[src/rtl/cfg_xfer_arbiter_pkg.sv]
// Shared types and bus_word layout helpers for the configuration-word transfer arbiter.
package cfg_xfer_arbiter_pkg;

  typedef enum logic [1:0] {
    ST_IDLE = 2'd0,
    ST_HOLD = 2'd1,
    ST_GAP  = 2'd2
  } xfer_state_e;

  localparam int unsigned MIN_HOLD_CYCLES = 4;

  // bus_word = {seq, addr, data}, data in the low bits
  function automatic int unsigned data_lsb();
    return 0;
  endfunction

  function automatic int unsigned addr_lsb(input int unsigned data_width);
    return data_width;
  endfunction

  function automatic int unsigned seq_pos(input int unsigned addr_width, input int unsigned data_width);
    return addr_width + data_width;
  endfunction

  function automatic int unsigned bus_word_width(input int unsigned addr_width, input int unsigned data_width);
    return 1 + addr_width + data_width;
  endfunction

endpackage

[src/rtl/cfg_xfer_arbiter_if.sv]
// Requester-side bundle: level requests, packed payloads, completion pulses and the shared bus word.
interface cfg_xfer_arbiter_if
  import cfg_xfer_arbiter_pkg::*;
#(
  parameter int unsigned NUM_REQ    = 4,
  parameter int unsigned DATA_WIDTH = 16,
  parameter int unsigned ADDR_WIDTH = 4
);
  localparam int unsigned BW = bus_word_width(ADDR_WIDTH, DATA_WIDTH);

  logic [NUM_REQ-1:0]            req;
  logic [NUM_REQ*DATA_WIDTH-1:0] req_data;
  logic [NUM_REQ-1:0]            ack;
  logic                          busy;
  logic [BW-1:0]                 bus_word;
  logic [ADDR_WIDTH-1:0]         grant_idx;

  modport master (
    output req, req_data,
    input  ack, busy, bus_word, grant_idx
  );

  modport slave (
    input  req, req_data,
    output ack, busy, bus_word, grant_idx
  );
endinterface

[src/rtl/cfg_xfer_arbiter_rr_pick.sv]
// Combinational round-robin selector: first set request searching upward from ptr+1, wrapping.
module cfg_xfer_arbiter_rr_pick #(
  parameter int unsigned NUM_REQ    = 4,
  parameter int unsigned ADDR_WIDTH = 4
) (
  input  logic [NUM_REQ-1:0]    req_i,
  input  logic [ADDR_WIDTH-1:0] ptr_i,
  output logic [ADDR_WIDTH-1:0] idx_o,
  output logic                  valid_o
);
  // Padding to the full index range keeps every candidate index in bounds.
  logic [2**ADDR_WIDTH-1:0] req_ext;
  logic [ADDR_WIDTH:0]      cand;

  always_comb begin
    req_ext              = '0;
    req_ext[NUM_REQ-1:0] = req_i;
    idx_o                = '0;
    valid_o              = 1'b0;
    cand                 = '0;
    for (int unsigned i = 1; i <= NUM_REQ; i++) begin
      cand = {1'b0, ptr_i} + (ADDR_WIDTH+1)'(i);
      if (cand >= (ADDR_WIDTH+1)'(NUM_REQ)) cand = cand - (ADDR_WIDTH+1)'(NUM_REQ);
      if (!valid_o && req_ext[cand[ADDR_WIDTH-1:0]]) begin
        valid_o = 1'b1;
        idx_o   = cand[ADDR_WIDTH-1:0];
      end
    end
  end
endmodule

[src/rtl/cfg_xfer_arbiter.sv]
// Round-robin scheduler that holds one tagged configuration word stable long enough for a
// destination-side three-sample synchronizer, then acks the requester and idles one gap cycle.
module cfg_xfer_arbiter
  import cfg_xfer_arbiter_pkg::*;
#(
  parameter int unsigned NUM_REQ     = 4,
  parameter int unsigned DATA_WIDTH  = 16,
  parameter int unsigned ADDR_WIDTH  = 4,
  parameter int unsigned HOLD_CYCLES = 16
) (
  input logic              clk,
  input logic              rst,
  cfg_xfer_arbiter_if.slave xfer
);
  localparam int unsigned BW       = bus_word_width(ADDR_WIDTH, DATA_WIDTH);
  localparam int unsigned SEQ_POS  = seq_pos(ADDR_WIDTH, DATA_WIDTH);
  localparam int unsigned ADDR_LSB = addr_lsb(DATA_WIDTH);
  localparam int unsigned DATA_LSB = data_lsb();
  localparam int unsigned CNT_W    = $clog2(HOLD_CYCLES);

  if (HOLD_CYCLES < MIN_HOLD_CYCLES) begin : g_bad_hold
    $error("HOLD_CYCLES (%0d) must be at least %0d", HOLD_CYCLES, MIN_HOLD_CYCLES);
  end
  if ((2 ** ADDR_WIDTH) < NUM_REQ) begin : g_bad_addr
    $error("ADDR_WIDTH (%0d) too narrow for NUM_REQ (%0d)", ADDR_WIDTH, NUM_REQ);
  end

  xfer_state_e           state_q, state_d;
  logic [CNT_W-1:0]      cnt_q, cnt_d;
  logic                  seq_q, seq_d;
  logic [ADDR_WIDTH-1:0] ptr_q, ptr_d;
  logic [ADDR_WIDTH-1:0] grant_idx_q, grant_idx_d;
  logic [BW-1:0]         bus_word_q, bus_word_d;
  logic [NUM_REQ-1:0]    ack_q, ack_d;
  logic                  busy_q, busy_d;

  logic [ADDR_WIDTH-1:0] pick_idx;
  logic                  pick_valid;
  logic [DATA_WIDTH-1:0] pick_data;

  cfg_xfer_arbiter_rr_pick #(
    .NUM_REQ    (NUM_REQ),
    .ADDR_WIDTH (ADDR_WIDTH)
  ) u_rr_pick (
    .req_i   (xfer.req),
    .ptr_i   (ptr_q),
    .idx_o   (pick_idx),
    .valid_o (pick_valid)
  );

  always_comb begin
    pick_data = '0;
    for (int unsigned i = 0; i < NUM_REQ; i++) begin
      if (pick_idx == ADDR_WIDTH'(i)) pick_data = xfer.req_data[i*DATA_WIDTH +: DATA_WIDTH];
    end
  end

  always_ff @(posedge clk) begin
    if (rst) begin
      state_q     <= ST_IDLE;
      cnt_q       <= '0;
      seq_q       <= 1'b0;
      ptr_q       <= ADDR_WIDTH'(NUM_REQ - 1);
      grant_idx_q <= '0;
      bus_word_q  <= '0;
      ack_q       <= '0;
      busy_q      <= 1'b0;
    end else begin
      state_q     <= state_d;
      cnt_q       <= cnt_d;
      seq_q       <= seq_d;
      ptr_q       <= ptr_d;
      grant_idx_q <= grant_idx_d;
      bus_word_q  <= bus_word_d;
      ack_q       <= ack_d;
      busy_q      <= busy_d;
    end
  end

  always_comb begin
    state_d     = state_q;
    cnt_d       = cnt_q;
    seq_d       = seq_q;
    ptr_d       = ptr_q;
    grant_idx_d = grant_idx_q;
    bus_word_d  = bus_word_q;
    ack_d       = '0;
    busy_d      = busy_q;
    unique case (state_q)
      ST_IDLE: begin
        if (pick_valid) begin
          bus_word_d[SEQ_POS]                   = ~seq_q;
          bus_word_d[ADDR_LSB +: ADDR_WIDTH]    = pick_idx;
          bus_word_d[DATA_LSB +: DATA_WIDTH]    = pick_data;
          seq_d       = ~seq_q;
          grant_idx_d = pick_idx;
          ptr_d       = pick_idx;
          cnt_d       = CNT_W'(HOLD_CYCLES - 1);
          busy_d      = 1'b1;
          state_d     = ST_HOLD;
        end
      end
      ST_HOLD: begin
        if (cnt_q == '0) begin
          for (int unsigned i = 0; i < NUM_REQ; i++) begin
            ack_d[i] = (grant_idx_q == ADDR_WIDTH'(i));
          end
          state_d = ST_GAP;
        end else begin
          cnt_d = cnt_q - CNT_W'(1);
        end
      end
      ST_GAP: begin
        // No arbitration here: a registered requester's req is still high this cycle.
        busy_d  = 1'b0;
        state_d = ST_IDLE;
      end
      default: begin
        state_d = ST_IDLE;
        busy_d  = 1'b0;
      end
    endcase
  end

  assign xfer.ack       = ack_q;
  assign xfer.busy      = busy_q;
  assign xfer.bus_word  = bus_word_q;
  assign xfer.grant_idx = grant_idx_q;
endmodule

[src/flat_wrapper.sv]
// flat-port wrapper written by rule: the top's interface ports become plain ports
module cfg_xfer_arbiter_flat import cfg_xfer_arbiter_pkg::*;
#(
  parameter int unsigned NUM_REQ     = 4,
  parameter int unsigned DATA_WIDTH  = 16,
  parameter int unsigned ADDR_WIDTH  = 4,
  parameter int unsigned HOLD_CYCLES = 16
)
  (clk, rst, xfer_req, xfer_req_data, xfer_ack, xfer_busy, xfer_bus_word, xfer_grant_idx);
  cfg_xfer_arbiter_if #(.NUM_REQ(NUM_REQ), .DATA_WIDTH(DATA_WIDTH), .ADDR_WIDTH(ADDR_WIDTH)) xfer_i ();
  input logic clk;
  input logic rst;
  input wire logic [$bits(xfer_i.req)-1:0] xfer_req;
  input wire logic [$bits(xfer_i.req_data)-1:0] xfer_req_data;
  output wire logic [$bits(xfer_i.ack)-1:0] xfer_ack;
  output wire logic [$bits(xfer_i.busy)-1:0] xfer_busy;
  output wire logic [$bits(xfer_i.bus_word)-1:0] xfer_bus_word;
  output wire logic [$bits(xfer_i.grant_idx)-1:0] xfer_grant_idx;
  assign xfer_i.req = xfer_req;
  assign xfer_i.req_data = xfer_req_data;
  assign xfer_ack = xfer_i.ack;
  assign xfer_busy = xfer_i.busy;
  assign xfer_bus_word = xfer_i.bus_word;
  assign xfer_grant_idx = xfer_i.grant_idx;
  cfg_xfer_arbiter #(.NUM_REQ(NUM_REQ), .DATA_WIDTH(DATA_WIDTH), .ADDR_WIDTH(ADDR_WIDTH), .HOLD_CYCLES(HOLD_CYCLES)) u_core (.clk(clk), .rst(rst), .xfer(xfer_i));
endmodule
[config.mk]
export PLATFORM = sky130hd
export DESIGN_NAME = cfg_xfer_arbiter_flat
export DESIGN_NICKNAME = d
export VERILOG_FILES = /design/src/rtl/cfg_xfer_arbiter_pkg.sv /design/src/rtl/cfg_xfer_arbiter_if.sv /design/src/rtl/cfg_xfer_arbiter_rr_pick.sv /design/src/rtl/cfg_xfer_arbiter.sv /design/src/flat_wrapper.sv
export SDC_FILE = /design/constraint.sdc
export NUM_CORES = 1
export LEC_CHECK = 0
export ABC_AREA = 0
export ABC_CLOCK_PERIOD_IN_PS = 4700
export CORE_AREA = 2 2 95 97
export CTS_CLUSTER_SIZE = 8
export DETAILED_ROUTE_END_ITERATION = 12
export DIE_AREA = 0 0 97 99
export DONT_BUFFER_PORTS = 1
export SYNTH_ARGS = -nofsm -noshare
export SYNTH_HDL_FRONTEND = slang
export SYNTH_SLANG_ARGS = --single-unit
[constraint.sdc]
create_clock -name clk -period 4.7 [get_ports clk]
set_input_delay 1.41 -clock clk [delete_from_list [all_inputs] [get_ports clk]]
set_output_delay 1.41 -clock clk [all_outputs]
set_load 0.01 [all_outputs]
---- Word-level counts from Yosys, hierarchy flattened ----
Index checks and enable logic that the tools add are counted.
cells by class
  $add $sub $neg .......................... 9
  magnitude comparators ................... 8
  equality and inequality tests ........... 10
  mux-type cells .......................... 32
  bitwise operators ....................... 3
  reduce and logical (&&, ||, !) cells .... 16
operators by type and width
  operator                                                                             count
  16-bit two-way mux                                                                   4
  4-bit two-way mux                                                                    10
  5-bit by 3-bit greater-or-equal comparator with 1-bit output, second input constant  4
  4-bit by 5-bit less-than comparator with 1-bit output, second input constant         4
  1-bit binary-select mux with 4-bit select                                            4
  4-bit by 2-bit equality test with 1-bit output, second input constant                4
  4-bit by 3-bit subtractor with 4-bit output, second input constant                   4
  4-bit logical NOT                                                                    3
  4-bit by 2-bit adder with 5-bit output, second input constant                        2
  1-bit two-way mux                                                                    9
  4-bit by 1-bit equality test with 1-bit output, second input constant                2
  4-bit case mux with 2 select lines                                                   1
  2-bit AND reduction                                                                  3
  4-bit by 1-bit adder with 5-bit output, second input constant                        1
  4-bit by 3-bit adder with 5-bit output, second input constant                        1
  2-bit two-way mux                                                                    2
  2-bit by 1-bit != test with 1-bit output, second input constant                      2
  2-bit case mux with 2 select lines                                                   1
  4-bit by 1-bit subtractor with 4-bit output, second input constant                   1
  1-bit logical AND                                                                    3
  1-bit logical NOT                                                                    3
  1-bit NOT                                                                            3
  3-bit AND reduction                                                                  1
  3-bit OR reduction                                                                   1
  other kinds (5)                                                                      5
storage, ports and cells
  register bits after elaboration ......... 41
  input port bits ......................... 70
  output and inout bits ................... 30
  word-level logic and storage cells ...... 86

---- Longest topological paths before layout ----
Gate-level depths: netlist (run 1).
  depth in word-level cells ............... 20
  depth in mapped cells ................... 17

---- Cells and area by module ----
Synthesis (run 1) repeated with hierarchy kept, for this count alone.
second synthesis, totals
  cell total of the unflattened synthesis .. 265
  area, all modules ....................... 2402.3 um2
by module, submodules not included
  module                    times used  cells an instance  area an instance (um2)  seq. area each (um2)
  cfg_xfer_arbiter          1           190                1720.4                  680.7
  cfg_xfer_arbiter_rr_pick  1           75                 681.9                   0.0

---- Worst setup path before layout (run 1) ----
Ideal clock, no wire load.
  kind .................................... in2reg
  start ................................... input xfer_req[3]
  end ..................................... register u_core.bus_word_q[0], in the netlist u_core.xfer.bus_word[0]
  arrival ................................. 3.070 ns
  data required time ...................... 4.584 ns
  path slack .............................. 1.513 ns
  stages on the path ...................... 9
  cells stage by stage .................... mux2i_1 > or2_2 > a21o_1 > o311ai_1 > o211ai_2 > nand2_2 > buf_6 > mux2_1 > o211a_1
on the way
  word-level cells in the longest chain between the ends .. 17
RTL lines
  element                                    RTL line                        text
  start: declaration                         flat_wrapper.sv:13              input wire logic [$bits(xfer_i.req)-1:0] xfer_req;
  1-bit binary-select mux with 4-bit select  cfg_xfer_arbiter_rr_pick.sv:24  if (!valid_o && req_ext[cand[ADDR_WIDTH-1:0]]) begin
  1-bit two-way mux (not written as such)    cfg_xfer_arbiter_rr_pick.sv:24
  1-bit two-way mux                          cfg_xfer_arbiter_rr_pick.sv:24
  1-bit logical NOT                          cfg_xfer_arbiter_rr_pick.sv:24
  1-bit logical AND                          cfg_xfer_arbiter_rr_pick.sv:24
  1-bit two-way mux                          cfg_xfer_arbiter_rr_pick.sv:24
  1-bit logical NOT                          cfg_xfer_arbiter_rr_pick.sv:24
  1-bit logical AND                          cfg_xfer_arbiter_rr_pick.sv:24
  1-bit two-way mux                          cfg_xfer_arbiter_rr_pick.sv:24
  1-bit logical NOT                          cfg_xfer_arbiter_rr_pick.sv:24
  1-bit logical AND                          cfg_xfer_arbiter_rr_pick.sv:24
  4-bit two-way mux                          cfg_xfer_arbiter_rr_pick.sv:24
  4-bit logical NOT                          cfg_xfer_arbiter.sv:54          if (pick_idx == ADDR_WIDTH'(i)) pick_data = xfer.req_data[i*DATA_WIDTH +: DATA_WIDTH];
  16-bit two-way mux (4 in series)           cfg_xfer_arbiter.sv:54
  end signal: assignment                     cfg_xfer_arbiter.sv:74          bus_word_q <= bus_word_d;
  end: declaration                           cfg_xfer_arbiter.sv:33          logic [BW-1:0] bus_word_q, bus_word_d;
Parallel ways exist; a longest one is shown, timed or not. The select of a mux whose other input is x is not followed.
A chain may end at the register's enable or synchronous reset.

---- Worst setup path in the final report (run 1) ----
  start ................................... register u_core.ptr_q[1]
  end ..................................... register u_core.bus_word_q[11], in the netlist u_core.xfer.bus_word[11]
on the way
  word-level cells in the longest chain between the ends .. 20
RTL lines
  element                                                                                                                      RTL line                        text
  start: declaration                                                                                                           cfg_xfer_arbiter.sv:31          logic [ADDR_WIDTH-1:0] ptr_q, ptr_d;
  start signal: assignment                                                                                                     cfg_xfer_arbiter.sv:63          ptr_q <= ADDR_WIDTH'(NUM_REQ - 1);
  start signal: assignment                                                                                                     cfg_xfer_arbiter.sv:72          ptr_q <= ptr_d;
  4-bit by 1-bit adder with 5-bit output                                                                                       cfg_xfer_arbiter_rr_pick.sv:22  cand = {1'b0, ptr_i} + (ADDR_WIDTH+1)'(i);
  4-bit by 3-bit subtractor with 4-bit output or 5-bit by 3-bit greater-or-equal comparator with 1-bit output (tied branches)  cfg_xfer_arbiter_rr_pick.sv:23  if (cand >= (ADDR_WIDTH+1)'(NUM_REQ)) cand = cand - (ADDR_WIDTH+1)'(NUM_REQ);
  4-bit two-way mux                                                                                                            cfg_xfer_arbiter_rr_pick.sv:23
  1-bit binary-select mux with 4-bit select                                                                                    cfg_xfer_arbiter_rr_pick.sv:24
  1-bit two-way mux (not written as such)                                                                                      cfg_xfer_arbiter_rr_pick.sv:24
  1-bit two-way mux                                                                                                            cfg_xfer_arbiter_rr_pick.sv:24
  1-bit logical NOT                                                                                                            cfg_xfer_arbiter_rr_pick.sv:24
  1-bit logical AND                                                                                                            cfg_xfer_arbiter_rr_pick.sv:24
  1-bit two-way mux                                                                                                            cfg_xfer_arbiter_rr_pick.sv:24
  1-bit logical NOT                                                                                                            cfg_xfer_arbiter_rr_pick.sv:24
  1-bit logical AND                                                                                                            cfg_xfer_arbiter_rr_pick.sv:24
  1-bit two-way mux                                                                                                            cfg_xfer_arbiter_rr_pick.sv:24
  1-bit logical NOT                                                                                                            cfg_xfer_arbiter_rr_pick.sv:24
  1-bit logical AND                                                                                                            cfg_xfer_arbiter_rr_pick.sv:24
  4-bit two-way mux                                                                                                            cfg_xfer_arbiter_rr_pick.sv:24
  4-bit logical NOT                                                                                                            cfg_xfer_arbiter.sv:54
  16-bit two-way mux (4 in series)                                                                                             cfg_xfer_arbiter.sv:54
Parallel ways exist; a longest one is shown, timed or not. The select of a mux whose other input is x is not followed.

==> results.toml, run 1 <==
[clock_network]
post_cts_resized = 0
cts_htree_levels = 2
cts_buffers = 5
clock_path_buffers = 2
cts.sinks = 34
cts_tree = "done"
cts_hold_buf = 0
cts_setup_buffers = 0
cts-root-buf = "clkbuf_8"
clock_latency_ns = 0.28
path_clk_slew_ns = 0.07

[synthesis]
yosys-top-cells-area = "dfxtp_1 26%, mux2i_1 8.1%, nor2_1 8.0%"
synthArstFlopShare_pct = 0
synth-edff-count = 0
yosysWarnings = 0
ys.flop_type = "dfxtp_1"
ys_types = 54
yosysTopAreaCell = "dfxtp_1"
synth-seq-cells = 34
yosys.area.top_type_share_pct = 26.3
netlist_area_sq_um = 2590
synthCells = 297
syn-num-nets = 383
syn_area_per_cell_sq_um = 8.72
ys_seq_area_share_pct = 26.3

[timing]
fin_crit_sh_pct = 78.5
setup_slack_ns = 1.01
setup_tns_ns = 0
hold_viol = 0
setup-violations-final = 0
fmax_ghz = 0.271
rsz0062_at_grt = "no"
fin_worst_skew_ns = 0.00640
finalCriticalPeriod_ns = 3.69
slew_violations = 0
worstMarginPinSlew_ns = 0.899
relSlewSlack_pct = 40.0

[cells_and_area]
multi_input_area_sq_um = 1680
layout_commonest_cell = "nor2_1"
fillCellCount = 898
antenna_cells = 0
final_layout_size_suffix_gt1_share_pct = 13.0
syn_to_final_growth_pct = 2.80
final_cell_mix = "55 x nor2_1, 34 x dfxtp_1, 26 x a21oi_1, 21 x mux2i_1"
regArea_sq_um = 681
nets = 370
fin_util_pct = 31.1

[worst_setup_path]
critPathLaunchType = "register"
crit_type = "register to register"
crit_arrival_ns = 3.87
end_kind = "register"
cp.required_ns = 4.88
cp_max_fo = 31

[detailed_routing]
route.detailed.drc = 0
vias = 2045
drt-initial-drc-count = 69
wire_per_inst_um = 15.7
vias_per_cell = 5.20
first_pass_iters = 4
wl_mm = 6.17
ant_nets = 0

[power_and_ir_drop]
netSwitchingFraction_pct = 47.6
p_leak_nw = 1.19
power_mw = 2.03
power_per_cell_area_nw_per_um2 = 763
max-vdd-ir-drop_v = 0.000235
clkPwrFrac_pct = 11.1
p_switching_mw = 0.966
comb_power_share_pct = 63.5
internal_power_mw = 1.06
seqPwrFrac_pct = 25.4

[grt]
grt_util_met3_pct = 3.33
grt_max_degree = 33
antenna_found_initial = 0
grtUsageMet2_pct = 22.2
grt-busiest-layer = "met2"
grt_pass1_wl_mm = 9.93
grt_pass1_vias = 2000
overflow = 0
grt_usage_pct = 12.5
met1_usage_pct = 15.6

[outcome]
status = "completed"

[placed_design]
dp_hpwl_mm = 4.49
dpl_worst_slack_ns = 0.912
port-buffer-count = 0
place.gp.congestion = 0.744

[floorplan]
die_area_sq_um = 9600
die_h_um = 99
rows = 34
core_area_sq_um = 8550
die_w_um = 97
pin_count = 100
start_util_pct = 30.3

[flow_run]
maxCapViolations = 0

[worst_hold_path]
hold_path.class = "register to register"
Yosys cell counts (2+ instances only):
master and count:
a21o_1 2, nand2_1 12, clkbuf_1 4, mux2_2 4, nor2b_1 3, o211a_1 16, mux2i_1 21, nor2_1 55
a21oi_1 26, o21ai_0 4, o211ai_2 2, xnor2_1 2, a211oi_2 2, nand2b_1 2, mux4_2 2, ha_1 16
dfxtp_1 34, nand2_2 2, inv_2 2, mux2_1 12, nor3_1 6, buf_2 5, inv_1 12, buf_6 5
buf_4 8, o311ai_1 2, xor2_1 3, nor2_2 2, nand3_1 2, a2bb2oi_1 2, o21ai_1 2, a31oi_1 2
and3_1 2
critical path, stage by stage (launching register included):
cell	delay [ns]
dfxtp_1	0.50
inv_1	0.21
ha_1	0.24
a21oi_2	0.14
xnor2_1	0.20
ha_1	0.31
o2bb2ai_1	0.22
o211ai_2	0.17
o311ai_1	0.13
o211ai_2	0.18
nand2_2	0.66
mux2_2	0.42
o211a_1	0.20
path summary, 6_finish.rpt:
path	from	slack [ns]	end	cells past startpoint
min reg2reg	u_core.cnt_q[1]$_SDFFE_PP0P_	0.47	u_core.cnt_q[1]$_SDFFE_PP0P_	2
max	u_core.ptr_q[1]$_SDFFE_PP1P_	1.01	u_core.xfer.bus_word[11]$_SDFFE_PP0P_	12
min	u_core.cnt_q[1]$_SDFFE_PP0P_	0.47	u_core.cnt_q[1]$_SDFFE_PP0P_	2
max reg2reg	u_core.ptr_q[1]$_SDFFE_PP1P_	1.01	u_core.xfer.bus_word[11]$_SDFFE_PP0P_	12
kinds of logic (layout without fill, tap and decap cells):
kind of cell	Yosys count	count (layout)	synth area share, %
compound gates	69	69	20.3
xor+xnor	6	6	2.32
fa+ha+maj	16	16	7.73
buf+inv	37	25	8.84
flops	34	34	26.3
mux	39	39	16.8
simple gates	96	96	17.7
per-stage QoR:
| step | area, sq um | hold slack, ns | instances |
|---|---|---|---|
| global placement | 2570 | 0.450 | 385 |
| global route | 2660 | 0.503 | 393 |
| CTS | 2660 | 0.468 | 393 |
| finish | 2660 | 0.469 | 393 |
| detailed placement | 2570 | 0.458 | 385 |
| floorplan | 2590 | 0.445 | 297 |
routing by layer:
layer / wire (um) / share of wire, %
met3: 355 / 5.7
met5: 0 / 0
met4: 34 / 0.55
met2: 2990 / 48
met1: 2790 / 45
state kept, by name, indices dropped and copies added (netlist names):
signal                cells
u_core.xfer.busy          1
u_core.ptr_q              2
u_core.xfer.ack           4
u_core.state_q            2
u_core.xfer.bus_word     21
u_core.cnt_q              4
power groups by stage:
| stage | clock (mW) | combinational [mW] | sequential [mW] |
|---|---|---|---|
| after CTS | 0.238 | 1.32 | 0.518 |
| after global placement | 0 | 1.26 | 0.522 |
| after floorplan | 0 | 1.21 | 0.489 |
| after global routing | 0.246 | 1.45 | 0.532 |
| final | 0.224 | 1.29 | 0.516 |
| after detailed placement | 0 | 1.31 | 0.525 |
area by class of cell:
type	instances	share of cell area (%)
Clock inverter	1	0.188
Inverter	14	1.97
Timing Repair Buffer	3	0.846
Sequential cell	34	25.6
Multi-Input combinational cell	226	63.1
Clock buffer	7	3.24
Tap cell	108	5.08
No activity file was read; power rests on OpenSTA's default activity.
==> inputs of run 2 (changes only) <==
- ABC_CLOCK_PERIOD_IN_PS: 4700 -> 3700
- clock period: 4.7 -> 3.7 ns (I/O delays scaled with it)
==> run 2 against run 1 <==
Effect of this change: cell count is 1.0% higher; setup slack worse by 0.62 ns; largest power group unchanged; sequential share of layout area is 0.29 points lower; first-iteration DRC count is 41% lower; register-to-register slack worse by 0.62 ns; critical path type unchanged; non-clock buffer count is 4 higher; worst hold slack better by 0.0094 ns; count of clock-buffer cells in the layout stayed put; highest routed layer unchanged.
==> results.toml, run 2 (synthesis results as in run 1) <==
[grt]
grt_max_degree = 33
grtUsageMet2_pct = 20.7
grt_util_met3_pct = 3.48
overflow = 0
grt_usage_pct = 12.3
grt-busiest-layer = "met2"
grt_pass1_vias = 1993
met1_usage_pct = 15.8
antenna_found_initial = 0
grt_pass1_wl_mm = 9.78

[timing]
hold_viol = 0
relSlewSlack_pct = 61.0
finalCriticalPeriod_ns = 3.31
fin_worst_skew_ns = 0.00685
setup_tns_ns = 0
setup_slack_ns = 0.393
slew_violations = 0
rsz0062_at_grt = "no"
setup-violations-final = 0
fin_crit_sh_pct = 89.4
fmax_ghz = 0.302
worstMarginPinSlew_ns = 0.586

[detailed_routing]
ant_nets = 0
route.detailed.drc = 0
wl_mm = 5.93
vias = 2049
drt-initial-drc-count = 41
wire_per_inst_um = 14.9
vias_per_cell = 5.16
first_pass_iters = 4

[placed_design]
port-buffer-count = 0
dpl_worst_slack_ns = 0.367
placed_cells = 389
dp_hpwl_mm = 4.51
place.gp.congestion = 0.736

[floorplan]
core_area_sq_um = 8550
die_h_um = 99
die_w_um = 97
die_area_sq_um = 9600
pin_count = 100
rows = 34
start_util_pct = 30.3

[clock_network]
cts_htree_levels = 2
path_clk_slew_ns = 0.07
cts-root-buf = "clkbuf_8"
clock_path_buffers = 2
cts_tree = "done"
cts.sinks = 34
clock_latency_ns = 0.28
cts_buffers = 5
cts_hold_buf = 0
cts_setup_buffers = 0
post_cts_resized = 0

[worst_hold_path]
hold_path.class = "register to register"

[cells_and_area]
nets = 374
syn_to_final_growth_pct = 3.96
antenna_cells = 0
layout_commonest_cell = "nor2_1"
final_cell_mix = "55 x nor2_1, 34 x dfxtp_1, 26 x a21oi_1, 21 x mux2i_1"
fin_cells = 397
largest_reg_flops = 21
final_layout_size_suffix_gt1_share_pct = 14.2

[flow_run]
maxCapViolations = 0

[worst_setup_path]
crit_arrival_ns = 3.49
cp_max_fo = 18
critPathLaunchType = "register"
end_kind = "register"
cp.required_ns = 3.88
crit_type = "register to register"

[outcome]
status = "completed"

[power_and_ir_drop]
max-vdd-ir-drop_v = 0.000294
p_leak_nw = 1.21
power_per_cell_area_nw_per_um2 = 960
[run 2: cell count changes in the layout (fill, tap and decap cells not counted)]
cell / previous run / this run
buf_4: 3 / 7
[run 2: metal layers]
layer / part of all wire, % / vias to the layer above
li1: - / 1023
met1: 46 / 956
met2: 47 / 65
met3: 6.7 / 5
met4: 0.83 / 0
met5: 0 / -
[run 2: cell type report]
type | count | area, sq um
Clock buffer | 7 | 86.3
Clock inverter | 1 | 5.00
Fill cell | 908 | 5860
Inverter | 14 | 52.6
Multi-Input combinational cell | 226 | 1680
Sequential cell | 34 | 681
Tap cell | 108 | 135
Timing Repair Buffer | 7 | 52.6
[run 2: path summary, 6_finish.rpt]
path / startpoint / end / slack (ns) / cells after the start
setup / recovery: u_core.ptr_q[1]$_SDFFE_PP1P_ / u_core.xfer.bus_word[8]$_SDFFE_PP0P_ / 0.39 / 13
hold / removal: u_core.cnt_q[1]$_SDFFE_PP0P_ / u_core.cnt_q[1]$_SDFFE_PP0P_ / 0.48 / 2
setup reg to reg: u_core.ptr_q[1]$_SDFFE_PP1P_ / u_core.xfer.bus_word[8]$_SDFFE_PP0P_ / 0.39 / 13
hold reg to reg: u_core.cnt_q[1]$_SDFFE_PP0P_ / u_core.cnt_q[1]$_SDFFE_PP0P_ / 0.48 / 2
[run 2: where the power goes]
group	total, mW	internal [mW]	switching [mW]	leakage, nW
combinational	1.64	0.722	0.920	0.883
clock	0.281	0.150	0.131	0.0482
sequential	0.661	0.496	0.165	0.281
total	2.58	1.37	1.22	1.21
[run 2: critical path: stages (launching register included)]
cell	delay, ns
dfxtp_1	0.50
inv_1	0.21
ha_1	0.23
a21oi_2	0.14
xnor2_1	0.21
ha_1	0.31
o2bb2ai_1	0.19
o211ai_2	0.17
o311ai_1	0.12
o211ai_2	0.18
nand2_2	0.09
buf_4	0.26
mux2_1	0.36
o211a_1	0.21
[run 2: through the flow]
stage          total power, mW  hold slack (ns)  instance area (sq um)  util [%]
2_1_floorplan             2.16            0.445                   2590         -
3_3_place_gp              2.30            0.454                   2600      30.4
3_5_place_dp              2.33            0.465                   2600      30.4
4_1_cts                   2.63            0.475                   2690      31.5
5_1_grt                   2.85            0.514                   2690      31.5
6_report                  2.58            0.478                   2690      31.5
